## config.mk

```make
export PLATFORM = sky130hd
export DESIGN_NAME = fetch_unit
export DESIGN_NICKNAME = d
export VERILOG_FILES = /design/src/rtl/cpu_pkg.sv /design/src/rtl/pc_counter.sv /design/src/rtl/fetch_unit.sv
export SDC_FILE = /design/constraint.sdc
export NUM_CORES = 1
export LEC_CHECK = 0
export BUFFER_PORTS_ARGS = -buffer_cell sky130_fd_sc_hd__buf_2
export CELL_PAD_IN_SITES_DETAIL_PLACEMENT = 1
export CELL_PAD_IN_SITES_GLOBAL_PLACEMENT = 2
export CORE_MARGIN = 5
export CORE_UTILIZATION = 30
export CTS_BUF_LIST = sky130_fd_sc_hd__clkbuf_8
export DETAILED_ROUTE_END_ITERATION = 12
export GPL_ROUTABILITY_DRIVEN = 0
export GPL_TIMING_DRIVEN = 0
export PLACE_DENSITY = 0.76
export SYNTH_ARGS = -nofsm -noshare
export SYNTH_HDL_FRONTEND = slang
export SYNTH_HIERARCHICAL = 1
export SYNTH_SLANG_ARGS = --single-unit
```

## constraint.sdc

```tcl
create_clock -name clk -period 5.7 [get_ports clk]
set_input_delay 0.285 -clock clk [delete_from_list [all_inputs] [get_ports clk]]
set_output_delay 0.285 -clock clk [all_outputs]
set_load 0.01 [all_outputs]
```

## src/rtl/cpu_pkg.sv

```systemverilog
// rtl/cpu_pkg.sv - shared widths, fetch FSM encoding and NOOP opcode
package cpu_pkg;

  localparam int PC_W = 7;
  localparam int IW   = 16;

  localparam logic [IW-1:0] NOOP = '0;

  typedef enum logic {
    IDLE = 1'b0,
    WAIT = 1'b1
  } state_t;

endpackage

```

## src/rtl/pc_counter.sv

```systemverilog
// rtl/pc_counter.sv - program counter with clear-over-increment priority
module pc_counter #(
  parameter int PC_W = cpu_pkg::PC_W
) (
  input  logic            clk,
  input  logic            reset_n,
  input  logic            PC_clr,
  input  logic            PC_up,
  output logic [PC_W-1:0] PC
);

  // Increment wraps naturally at 2^PC_W.
  always_ff @(posedge clk) begin
    if (!reset_n) begin
      PC <= '0;
    end else if (PC_clr) begin
      PC <= '0;
    end else if (PC_up) begin
      PC <= PC + PC_W'(1);
    end
  end

endmodule

```

## src/rtl/fetch_unit.sv

```systemverilog
// rtl/fetch_unit.sv - instruction fetch: PC, IR and stale-ROM-data wait state
module fetch_unit
  import cpu_pkg::*;
#(
  parameter int PC_W = cpu_pkg::PC_W,
  parameter int IW   = cpu_pkg::IW
) (
  input  logic            clk,
  input  logic            reset_n,
  input  logic            PC_clr,
  input  logic            PC_up,
  input  logic            IR_ld,
  input  logic [IW-1:0]   imem_rdata,
  output logic [PC_W-1:0] imem_addr,
  output logic [PC_W-1:0] PC,
  output logic [IW-1:0]   instruction,
  output logic            ir_valid,
  output logic            fetch_busy
);

  state_t          state;
  state_t          state_nxt;
  logic [PC_W-1:0] pc_q;
  logic [PC_W-1:0] fa;
  logic [PC_W-1:0] last_addr;
  logic            last_vld;
  logic            match;
  logic            ir_load;
  logic            fetch_start;

  pc_counter #(
    .PC_W(PC_W)
  ) u_pc_counter (
    .clk    (clk),
    .reset_n(reset_n),
    .PC_clr (PC_clr),
    .PC_up  (PC_up),
    .PC     (pc_q)
  );

  assign PC = pc_q;

  // ROM data is current only if the address presented last edge is still the one presented now.
  assign match = last_vld && (imem_addr == last_addr);

  always_ff @(posedge clk) begin
    if (!reset_n) begin
      state <= IDLE;
    end else begin
      state <= state_nxt;
    end
  end

  always_comb begin
    state_nxt = state;
    case (state)
      IDLE:    if (IR_ld && !match) state_nxt = WAIT;
      WAIT:    state_nxt = IDLE;
      default: state_nxt = IDLE;
    endcase
  end

  always_comb begin
    imem_addr   = (state == WAIT) ? fa : pc_q;
    fetch_busy  = (state == WAIT);
    fetch_start = (state == IDLE) && IR_ld && !match;
    ir_load     = ((state == IDLE) && IR_ld && match) || (state == WAIT);
  end

  always_ff @(posedge clk) begin
    if (!reset_n) begin
      fa          <= '0;
      last_addr   <= '0;
      last_vld    <= 1'b0;
      instruction <= IW'(NOOP);
      ir_valid    <= 1'b0;
    end else begin
      last_addr <= imem_addr;
      last_vld  <= 1'b1;
      if (fetch_start) begin
        fa <= pc_q;
      end
      if (ir_load) begin
        instruction <= imem_rdata;
        ir_valid    <= 1'b1;
      end
    end
  end

endmodule
```

==> results.yml <==
status:
  status: "completed"
die:
  die_area_sq_mm: 0.007288
  rows: 27
  fp.coreArea_sq_mm: 0.005507
  initial_core_util_pct: 30.95
  die_w_um: 85.37
  die_height_um: 85.37
  io_pins: 53
critical_path:
  critPathSlowestCell: "mux2i_1"
  required_ns: 5.92
  critPathMaxFanout: 10
  r2r_setup_slack_ns: 3.59
  cpPeakStageDelay_ns: 0.42
  crit_arrival_ns: 2.32
  end_kind: "flip-flop"
  worst-path-buf-inv: 2
  crit_path_cell_trace: "buf_6, mux2i_1, xnor2_1, nor4_4, a21oi_4, buf_6, mux2i_1"
  cp_top_family: "multiplexers"
  cp-start-kind: "flip-flop"
  path_class: "reg2reg"
power:
  switching_share_pct: 25.14
  leakage_nw: 1.044
  powerDensity_mw_per_mm2: 261.0
  comb_power_share_pct: 12.9
  p_seq_share_pct: 53.0
  clockPowerShare_pct: 34.1
  intPower_mw: 0.4190
  ir_drop_uv: 135.9
  p_sw_mw: 0.1407
timing:
  finalCriticalPeriod_ns: 2.105
  slew_viol_final: 0
  finalSetupViolations: 0
  fin_skew_ns: 0.004452
  tns_ns: 0
  relSlewSlack_pct: 60.46
  fin_crit_sh_pct: 36.93
  timing.hold.ws_ns: 0.1375
  finalHoldViolCount: 0
  fmax_ghz: 0.4750
  worst_slew_pin_slew_ns: 0.5931
  rsz0062_at_grt: "false"
synth:
  synth_seq_cells: 40
  synthAdderAreaFrac_pct: 0.7342
  synth_xor_area_share_pct: 5.653
  yosys_warnings: 6
  synth_mux_area_share_pct: 19.09
  synth-simple-area-share_pct: 20.26
  synth_compound_area_share_pct: 3.084
  avgSynthCellArea_sq_um: 9.574
  yosysUniqueCellTypes: 25
  synth_area_sq_mm: 0.001704
  syn_nets: 200
  synthCells: 178
  synth_seq_area_share_pct: 46.99
  synth_top_family_by_area: "simple AND/OR/NAND/NOR gates"
run:
  cap_violations: 0
cts:
  cts_tree: "done"
  clk_pin_slew_ns: 0.07
  cts_hold_buf: 0
  cts-root-buf: "clkbuf_8"
  cts_setup_buffers: 0
  cts-resized-gates: 0
  clk_path_buf_depth: 2
  clock_sinks: 40
  clock_latency_ns: 0.29
  cts_buffers: 5
  htreeDepth: 2
drt:
  wl_per_cell_um: 13.17
  route.final.wire_length_um: 4084
  vias: 1379
  drt_first_iter_violations: 50
  ant_nets: 0
  viasPerCell: 4.448
  drtPass1Iterations: 4
  drc: 0
global_route:
  track_usage_pct: 11.23
  grt_pass1_wl_um: 6499
  antenna_found_initial: 0
  grt_max_degree: 12
  grt_pass1_vias: 1359
  overflow: 0
placement:
  place_area_sq_mm: 0.002054
  dp_hpwl_um: 3114
  port_buffers: 52
hold_path:
  min_path_type: "in2reg"
final_layout:
  area.growth.synth_to_final_pct: 25.84
  drive_gt1_share_pct: 28.57
  design_area_sq_mm: 0.002145
  nets: 259
  diodes: 0
-- cell families (layout without fill, tap and decap cells) --
group	Yosys count	after routing
multiplexers	31	31
buffers and inverters	15	75
AND/OR/NAND/NOR	73	73
AO/OA/AOI/OAI	7	7
XOR/XNOR	11	11
flip-flops	40	40
adder cells (fa/ha/maj)	1	1
-- sequential cells by signal (all words and copies together) (netlist names) --
name	count
instruction	16
fetch_busy	1
u_pc_counter/PC	7
ir_valid	1
fa	7
last_addr	7
last_vld	1
-- metal layers --
| metal | GRT usage [%] | vias up | wire [um] |
|---|---|---|---|
| met5 | 0 | - | 0 |
| met4 | 3.885 | 0 | 27 |
| met3 | 3.981 | 2 | 215 |
| met2 | 17.94 | 28 | 1921 |
| met1 | 13.95 | 656 | 1920 |
| li1 | - | 693 | - |
-- final timing paths --
kind / start / cells past startpoint / endpoint
worst max register to register: fetch_busy$_SDFF_PP0_ / 7 / instruction[14]$_SDFFE_PN0P_
worst min register to register: fa[2]$_SDFFE_PN0P_ / 2 / fa[2]$_SDFFE_PN0P_
worst min-delay path: reset_n / 1 / last_vld$_DFF_P_
worst max-delay path: fetch_busy$_SDFF_PP0_ / 7 / instruction[14]$_SDFFE_PN0P_
-- cell usage after synthesis --
library cell  count  area share, %
and2_1            1           0.37
dfxtp_1          40             47
xor2_1            3            1.5
a21oi_2           1           0.51
clkbuf_1          6            1.3
nand2b_1          2           0.73
nor2b_1           6            2.2
xnor2_1           8            4.1
nor4_4            1            1.2
inv_1             7            1.5
nor2_1            5            1.1
a211oi_1          1           0.44
a21oi_1           2           0.59
buf_6             2            1.3
or3_1             2           0.73
a21oi_4           1           0.95
nor4_2            1           0.73
nand2_1          50             11
mux2i_2           4            3.2
and2b_1           2           0.88
mux2i_1          27             16
nand4_1           2           0.73
nor4b_1           1           0.51
ha_1              1           0.73
o21ai_0           2           0.59
-- area by class of cell --
cell class	count	area, sq um
buffer	8	45.04
tap	72	90.09
sequential	40	800.8
timing repair buffer	52	260.3
clock inverter	2	7.507
fill	660	3362
clock buffer	6	82.58
multi-input combinational	123	832.0
inverter	7	26.28
-- placed cells by master, fill, tap and decap left out --
master | Yosys | final
clkbuf_1 | 6 | 6
a211oi_1 | 1 | 1
ha_1 | 1 | 1
o21ai_0 | 2 | 2
a21oi_2 | 1 | 1
buf_6 | 2 | 2
or3_1 | 2 | 2
a21oi_4 | 1 | 1
dfxtp_1 | 40 | 40
nand2_1 | 50 | 50
nor2_1 | 5 | 5
xor2_1 | 3 | 3
nand2b_1 | 2 | 2
nor2b_1 | 6 | 6
nor4b_1 | 1 | 1
mux2i_1 | 27 | 27
a21oi_1 | 2 | 2
and2b_1 | 2 | 2
buf_2 | 0 | 52
nor4_2 | 1 | 1
clkbuf_8 | 0 | 6
xnor2_1 | 8 | 8
nand4_1 | 2 | 2
mux2i_2 | 4 | 4
inv_1 | 7 | 9
and2_1 | 1 | 1
nor4_4 | 1 | 1
-- metrics by stage --
step	std cells	utilization, %	setup WS, ns	power, mW
6_report	310	38.95	3.595	0.5598
5_1_grt	310	38.95	3.450	0.5903
4_1_cts	310	38.95	3.565	0.5726
3_5_place_dp	302	37.31	3.588	0.3775
3_3_place_gp	302	37.31	3.634	0.3763
2_1_floorplan	178	-	3.799	0.3486
-- power by group through the flow --
stage          Sequential [mW]  Clock, mW  Combinational (mW)
6_report                 0.297      0.191              0.0721
3_5_place_dp             0.303          0              0.0741
4_1_cts                  0.297      0.201              0.0743
2_1_floorplan            0.308          0              0.0407
3_3_place_gp             0.303          0              0.0729
5_1_grt                  0.298      0.213              0.0793
Power figures use the tool's default switching activity.
